--- config.mk ---
export PLATFORM = sky130hd
export DESIGN_NAME = alu_arbiter
export DESIGN_NICKNAME = d
export VERILOG_FILES = /design/src/rtl/alu_arbiter.sv
export SDC_FILE = /design/constraint.sdc
export NUM_CORES = 1
export LEC_CHECK = 0
export CORE_MARGIN = 2
export CORE_UTILIZATION = 30
export DETAILED_ROUTE_END_ITERATION = 8
export PLACE_DENSITY = 0.74
export SLEW_MARGIN = 20
export SYNTH_ARGS = -nofsm -noshare
export SYNTH_HDL_FRONTEND = slang
export SYNTH_SLANG_ARGS = --single-unit
--- constraint.sdc ---
create_clock -name i_clk -period 3.85 [get_ports i_clk]
set_input_delay 0.385 -clock i_clk [delete_from_list [all_inputs] [get_ports i_clk]]
set_output_delay 0.385 -clock i_clk [all_outputs]
set_load 0.05 [all_outputs]
--- src/rtl/alu_arbiter.sv ---
// Round-robin arbiter that shares one registered-output ALU among NREQ requesters,
// with valid/ready handshakes on both the request and response sides.
module alu_arbiter #(
    parameter int NREQ = 2
) (
    input  logic                 i_clk,
    input  logic                 i_reset,
    input  logic [NREQ-1:0]      i_req_valid,
    output logic [NREQ-1:0]      o_req_ready,
    input  logic [3*NREQ-1:0]    i_req_funct3,
    input  logic [NREQ-1:0]      i_req_alt,
    input  logic [32*NREQ-1:0]   i_req_x,
    input  logic [32*NREQ-1:0]   i_req_y,
    output logic [NREQ-1:0]      o_rsp_valid,
    input  logic [NREQ-1:0]      i_rsp_ready,
    output logic [31:0]          o_rsp_data,
    output logic [2:0]           o_alu_funct3,
    output logic                 o_alu_alt,
    output logic [31:0]          o_alu_x,
    output logic [31:0]          o_alu_y,
    input  logic [31:0]          i_alu_out
);

    localparam int IW = $clog2(NREQ);

    typedef struct packed {
        logic [2:0]  funct3;
        logic        alt;
        logic [31:0] x;
        logic [31:0] y;
    } op_t;

    logic          r_busy;
    logic [IW-1:0] r_owner;
    logic [IW-1:0] r_ptr;
    op_t           r_held;

    logic          w_found;
    logic          w_consume;
    logic          w_can_issue;
    logic          w_issue;
    logic [IW-1:0] w_grant;
    op_t           w_req_op;
    op_t           w_alu_op;

    always_comb begin
        o_rsp_valid = '0;
        for (int i = 0; i < NREQ; i++)
            o_rsp_valid[i] = r_busy && (r_owner == IW'(i));
    end

    assign w_consume   = o_rsp_valid[r_owner] && i_rsp_ready[r_owner];
    assign w_can_issue = !i_reset && (!r_busy || w_consume);
    assign w_issue     = w_found && w_can_issue;

    // Two passes give wrap-around priority: indices at or above ptr first, then the rest.
    // NOTE: every combinational output gets a default first so no path leaves it unassigned (no latch).
    always_comb begin
        w_found = 1'b0;
        w_grant = '0;
        for (int i = 0; i < NREQ; i++) begin
            if (!w_found && i_req_valid[i] && (IW'(i) >= r_ptr)) begin
                w_found = 1'b1;
                w_grant = IW'(i);
            end
        end
        for (int i = 0; i < NREQ; i++) begin
            if (!w_found && i_req_valid[i]) begin
                w_found = 1'b1;
                w_grant = IW'(i);
            end
        end
    end

    always_comb begin
        w_req_op = '0;
        for (int i = 0; i < NREQ; i++) begin
            if (w_grant == IW'(i)) begin
                w_req_op.funct3 = i_req_funct3[3*i +: 3];
                w_req_op.alt    = i_req_alt[i];
                w_req_op.x      = i_req_x[32*i +: 32];
                w_req_op.y      = i_req_y[32*i +: 32];
            end
        end
    end

    // Re-driving the held op keeps the registered ALU output stable while a result waits.
    always_comb begin
        if (i_reset)
            w_alu_op = '0;
        else if (w_issue)
            w_alu_op = w_req_op;
        else
            w_alu_op = r_held;
    end

    always_comb begin
        o_req_ready = '0;
        if (w_issue)
            o_req_ready[w_grant] = 1'b1;
    end

    assign o_alu_funct3 = w_alu_op.funct3;
    assign o_alu_alt    = w_alu_op.alt;
    assign o_alu_x      = w_alu_op.x;
    assign o_alu_y      = w_alu_op.y;
    assign o_rsp_data   = i_alu_out;

    // NOTE: state registers use non-blocking assignments so all of them update together at the edge.
    always_ff @(posedge i_clk) begin
        if (i_reset) begin
            r_busy  <= 1'b0;
            r_owner <= '0;
            r_ptr   <= '0;
            r_held  <= '0;
        end else if (w_issue) begin
            r_busy  <= 1'b1;
            r_owner <= w_grant;
            r_held  <= w_req_op;
            r_ptr   <= (w_grant == IW'(NREQ-1)) ? '0 : w_grant + IW'(1);
        end else if (w_consume) begin
            r_busy  <= 1'b0;
        end
    end

endmodule

Yosys cells after proc, flatten, opt, wreduce, memory -nomap -nowiden
Cells that the tools add are included.
{"block": "classes", "add_sub_neg": 1, "bitwise_logic": 1, "reduce_logical": 18, "mux": 20, "order_cmp": 5}
{"op": "68-bit 2-to-1 mux", "n": 3}
{"op": "1-bit 2-to-1 mux", "n": 15}
{"op": "1-bit logical AND", "n": 11}
{"op": "1-bit logical NOT", "n": 5}
{"op": "1-bit by 2-bit less-than comparator with 1-bit output (second input constant)", "n": 2}
{"op": "1-bit >= comparator (first input constant)", "n": 2}
{"op": "2-bit 2-to-1 mux", "n": 1}
{"op": "2-bit nonzero test", "n": 1}
{"op": "1-bit adder (second input constant)", "n": 1}
{"op": "1-bit demux with 1-bit select", "n": 1}
{"op": "1-bit >= comparator (second input constant)", "n": 1}
{"op": "1-bit logical OR", "n": 1}
{"op": "1-bit NOT", "n": 1}
{"block": "totals", "input_bits": 174, "wordCells": 52, "output_inout_bits": 104, "reg_bits": 71}

Depth between registers and ports, before layout
{"block": "depth", "word_depth": 18, "ltp_mapped": 6, "depth_no_buf": 4}

Worst setup path after synthesis
OpenSTA, ideal clock, no wires.
{"block": "synth_timing", "path_kind": "input port to output port", "from": "input i_rsp_ready[1]", "to": "output o_req_ready[0]", "n_path_buf": 0, "cell_stages": 3, "slack_ps": 360, "arrival_time_ps": 3105, "required_time_ps": 3465, "path_cell_list": "mux2i_1 and2_1 a2111oi_0"}
{"block": "synth_between", "elab_chain_cells": 7}
{"element": "start: declaration", "line_no": "15", "source": "input logic [NREQ-1:0] i_rsp_ready,"}
{"element": "1-bit 2-to-1 mux (implied by the code) (2 in a row)", "line_no": "52", "source": "assign w_consume = o_rsp_valid[r_owner] && i_rsp_ready[r_owner];"}
{"element": "1-bit logical AND", "line_no": "52"}
{"element": "1-bit logical OR", "line_no": "53", "source": "assign w_can_issue = !i_reset && (!r_busy || w_consume);"}
{"element": "1-bit logical AND", "line_no": "53"}
{"element": "1-bit logical AND", "line_no": "54", "source": "assign w_issue = w_found && w_can_issue;"}
{"element": "2-bit 2-to-1 mux", "line_no": "99", "source": "if (w_issue)"}
{"element": "end: declaration", "line_no": "9", "source": "output logic [NREQ-1:0] o_req_ready,"}
No other way between the ends. The select of a mux whose other input is x is not followed.

Final worst setup path
{"block": "layout_timing", "from": "input i_rsp_ready[1]", "to": "output o_alu_funct3[2]"}
{"block": "layout_between", "elab_chain_cells": 8}
{"element": "1-bit 2-to-1 mux (implied by the code) (2 in a row)", "line_no": "52"}
{"element": "1-bit logical AND", "line_no": "52"}
{"element": "1-bit logical OR", "line_no": "53"}
{"element": "1-bit logical AND", "line_no": "53"}
{"element": "1-bit logical AND", "line_no": "54"}
{"element": "68-bit 2-to-1 mux"}
{"element": "68-bit 2-to-1 mux", "line_no": "89", "source": "if (i_reset)"}
{"element": "end: declaration", "line_no": "17", "source": "output logic [2:0] o_alu_funct3,"}
No other way between the ends. The select of a mux whose other input is x is not followed.

==> summary.txt <==
Outcome
  • Status: finished clean

Power
  • Switch Pwr: 0.776 mW
  • Internal power: 1.53 mW
  • Combinational power share: 36.4%
  • Flop pwr share: 36.1%
  • Leak: 2.47 nW
  • Switch share: 33.7%
  • Pwr Density: 409 nW/um^2
  • Worst vdd ir: 0.202 mV
  • Clock power share: 27.5%

Synth
  • Most common library cells after synthesis: dfxtp_1, mux2i_1, nor2_1
  • Main combinational cell family by area after synthesis: multiplexers
  • Largest cells by area after synthesis: dfxtp_1, mux2i_1, a211oi_1
  • Yosys reg bits: 71
  • Synth Instances: 355
  • Number of synthesized flops with an enable pin: 0
  • Count leader, synth: dfxtp_1
  • Netlist cell types: 17
  • Synthesized net count: 529
  • Top FF cell, synth: dfxtp_1
  • Adder-cell share of the synthesized area: 0%
  • Post-synthesis compound-gate area fraction: 16.7%
  • FFs w/ async S/R, synth: 0%
  • Seq/Total Area, Yosys: 42.4%
  • Multiplexer area fraction after synthesis: 20.6%
  • Post-Syn Area per Cell: 9.45 sq um
  • Post-synth top area cell: dfxtp_1
  • Ys Warns: 0
  • Netlist Area Pre-Place: 3350 sq um
  • Synth Area in XOR/XNOR: 0%
  • Top-area cell type share of the netlist area: 42.4%
  • Synth Area in Simple Gates: 8.91%

Floorplanning
  • Die Area: 12,000 sq um
  • DIE HEIGHT: 110 um
  • Starting Density: 30.8%
  • Row cnt: 38
  • Die Span X: 110 um
  • Placeable core area: 10,900 sq um
  • Num ports: 278

Detailed routing
  • Starting DRT DRC Count: 56
  • # DRC: 0
  • 1st-pass router iterations: 4
  • Detail Route Antenna Nets: 0
  • Drt wl/cell: 15.0 um
  • Vias: 3,165
  • Wirelength, routed: 9.99 mm
  • DR vias/cell: 4.75

Critical path
  • Crit path max-delay cell type: buf_4
  • Slowest stage delay, CP: 0.63 ns
  • CP endpoint kind: output port
  • Worst-path maximum fanout: 66
  • CP Data Required Time: 3.46 ns
  • Worst Path Buf+Inv: 3
  • Critical path's top delay family: buffers and inverters
  • WS Path Type: primary input to output port
  • CP startpoint kind: primary input
  • CP cell instances: clkdlybuf4s50_1, mux2i_1, a21oi_4, buf_4, nor2_1, a211oi_1, buf_12
  • CP arrival: 3.08 ns

CTS
  • Post-CTS Hold Buffers: 0
  • Number of buffers created by CTS: 9
  • Clk_lat worst skew: 0.33 ns
  • Post-CTS Setup Bufs: 0
  • Sink Count: 71
  • Clock tree buffer depth: 2
  • Register clock-pin slew on the reported worst setup and hold paths: 0.07 ns
  • H-tree level count: 3
  • CTS tree: yes
  • Clock Tree Root: clkbuf_8
  • Post-cts sizing count: 0

Layout
  • Layout cell share with drive strength beyond 1: 14.6%
  • Layout area overhead: 67.9%
  • Layout Nets: 697
  • # diodes: 0
  • Final instance area: 5630 sq um
  • Cell Count, Final, Fillers Out: 667

Global routing
  • Largest net degree at the start of global routing: 67
  • Vias in the first global route: 3,274
  • First-pass GRT wire length: 15.0 mm
  • Aggregate global-route resource usage: 16.2%
  • GR Layer Usage met3: 6.34%
  • Global-route track usage on met1: 15.5%
  • GRT overflow: 0
  • Met2 GRT Util: 30.0%
  • Busiest grt layer: met2
  • Initial antenna violation count: 0

Flow run
  • Max-Cap Viols: 0

Timing
  • TNS Setup: 0 ns
  • Fin. Hold Viols: 0
  • Tcrit/Tclk final: 90.1%
  • Clock Skew: 0.00826 ns
  • Final Setup Violations: 0
  • Fmax: 0.288 GHz
  • Slew @ Worst Pin: 0.697 ns
  • RSZ-0062 raised after global routing: no
  • Fin. max-slew vios: 0
  • Final Critical Period: 3.47 ns
  • Worst slew margin: 53.4%

Place
  • Port Buffers: 213
  • Post-DP Area: 5420 sq um
  • Final HPWL DP: 7.78 mm
  • DP Cell Count: 652
  • Final Wtd Congestion: 0.752

Min path
  • HP Class: register to register
layer usage:
layer	share of wire, %	routed length, um
met1	35	3490
met5	0	0
met4	2.5	249
met2	53	5260
met3	9.9	993
final cells by class:
cell class,count,area (sq um)
clock buffers,9,124
clock inverters,6,86.3
fillers,1067,5260
inverters,1,3.75
multi-input cells,221,1570
flip-flops and latches,71,1420
well taps,140,175
repair buffers,219,2250
cell families after synthesis:
| group | count (synthesis) |
|---|---|
| AND/OR/NAND/NOR | 76 |
| AO/OA/AOI/OAI | 76 |
| multiplexers | 69 |
| flip-flops | 71 |
| buffers and inverters | 63 |
state kept, by name (all words and copies together), names as in the netlist:
name     count
r_busy       1
r_held      68
r_owner      1
r_ptr        1
worst paths after layout:
kind | from | end | slack [ns] | cells past startpoint
max | i_rsp_ready[1] | o_alu_funct3[2] | 0.38 | 7
min | r_held[14] | r_held[14] | 0.50 | 2
max reg2reg | r_owner | r_held[67] | 1.27 | 5
min reg2reg | r_held[14] | r_held[14] | 0.50 | 2
through the flow:
stage | power (mW) | hold slack, ns | util (%) | setup WS, ns
after CTS | 2.34 | 0.501 | 51.7 | 0.354
after detailed placement | 1.69 | 0.491 | 49.8 | 0.376
after global placement | 1.68 | 0.481 | 49.8 | 0.463
after global routing | 2.41 | 0.523 | 51.7 | 0.143
final | 2.30 | 0.501 | 51.7 | 0.382
after floorplan | 1.41 | 0.462 | - | 0.360
worst min-delay path: cells and delay by family, from the launching register on:
family | cells | cell delay, ns
simple gates | 1 | 0.09
compound gates | 1 | 0.06
flops | 1 | 0.30
cell usage in the layout (no fill, tap or decap), types with 2 or more instances in the layout:
cell type / Yosys / final
a211oi_1: 68 / 68
dfxtp_1: 71 / 71
buf_4: 32 / 42
and2_1: 2 / 2
clkdlybuf4s50_1: 0 / 159
clkbuf_8: 0 / 9
nor2_1: 69 / 69
o21ai_0: 3 / 2
buf_12: 0 / 17
mux2i_1: 69 / 69
a21oi_1: 2 / 2
bufinv_16: 0 / 2
nor2b_1: 3 / 3
clkinv_2: 0 / 2
power groups by stage:
stage | Clock, mW | Combinational [mW] | Sequential (mW)
after floorplan | 0 | 0.572 | 0.843
after global placement | 0 | 0.833 | 0.845
after detailed placement | 0 | 0.845 | 0.849
after CTS | 0.660 | 0.848 | 0.832
after global routing | 0.688 | 0.889 | 0.838
final | 0.633 | 0.839 | 0.831
Note: power is estimated with default switching activity, not from simulation.
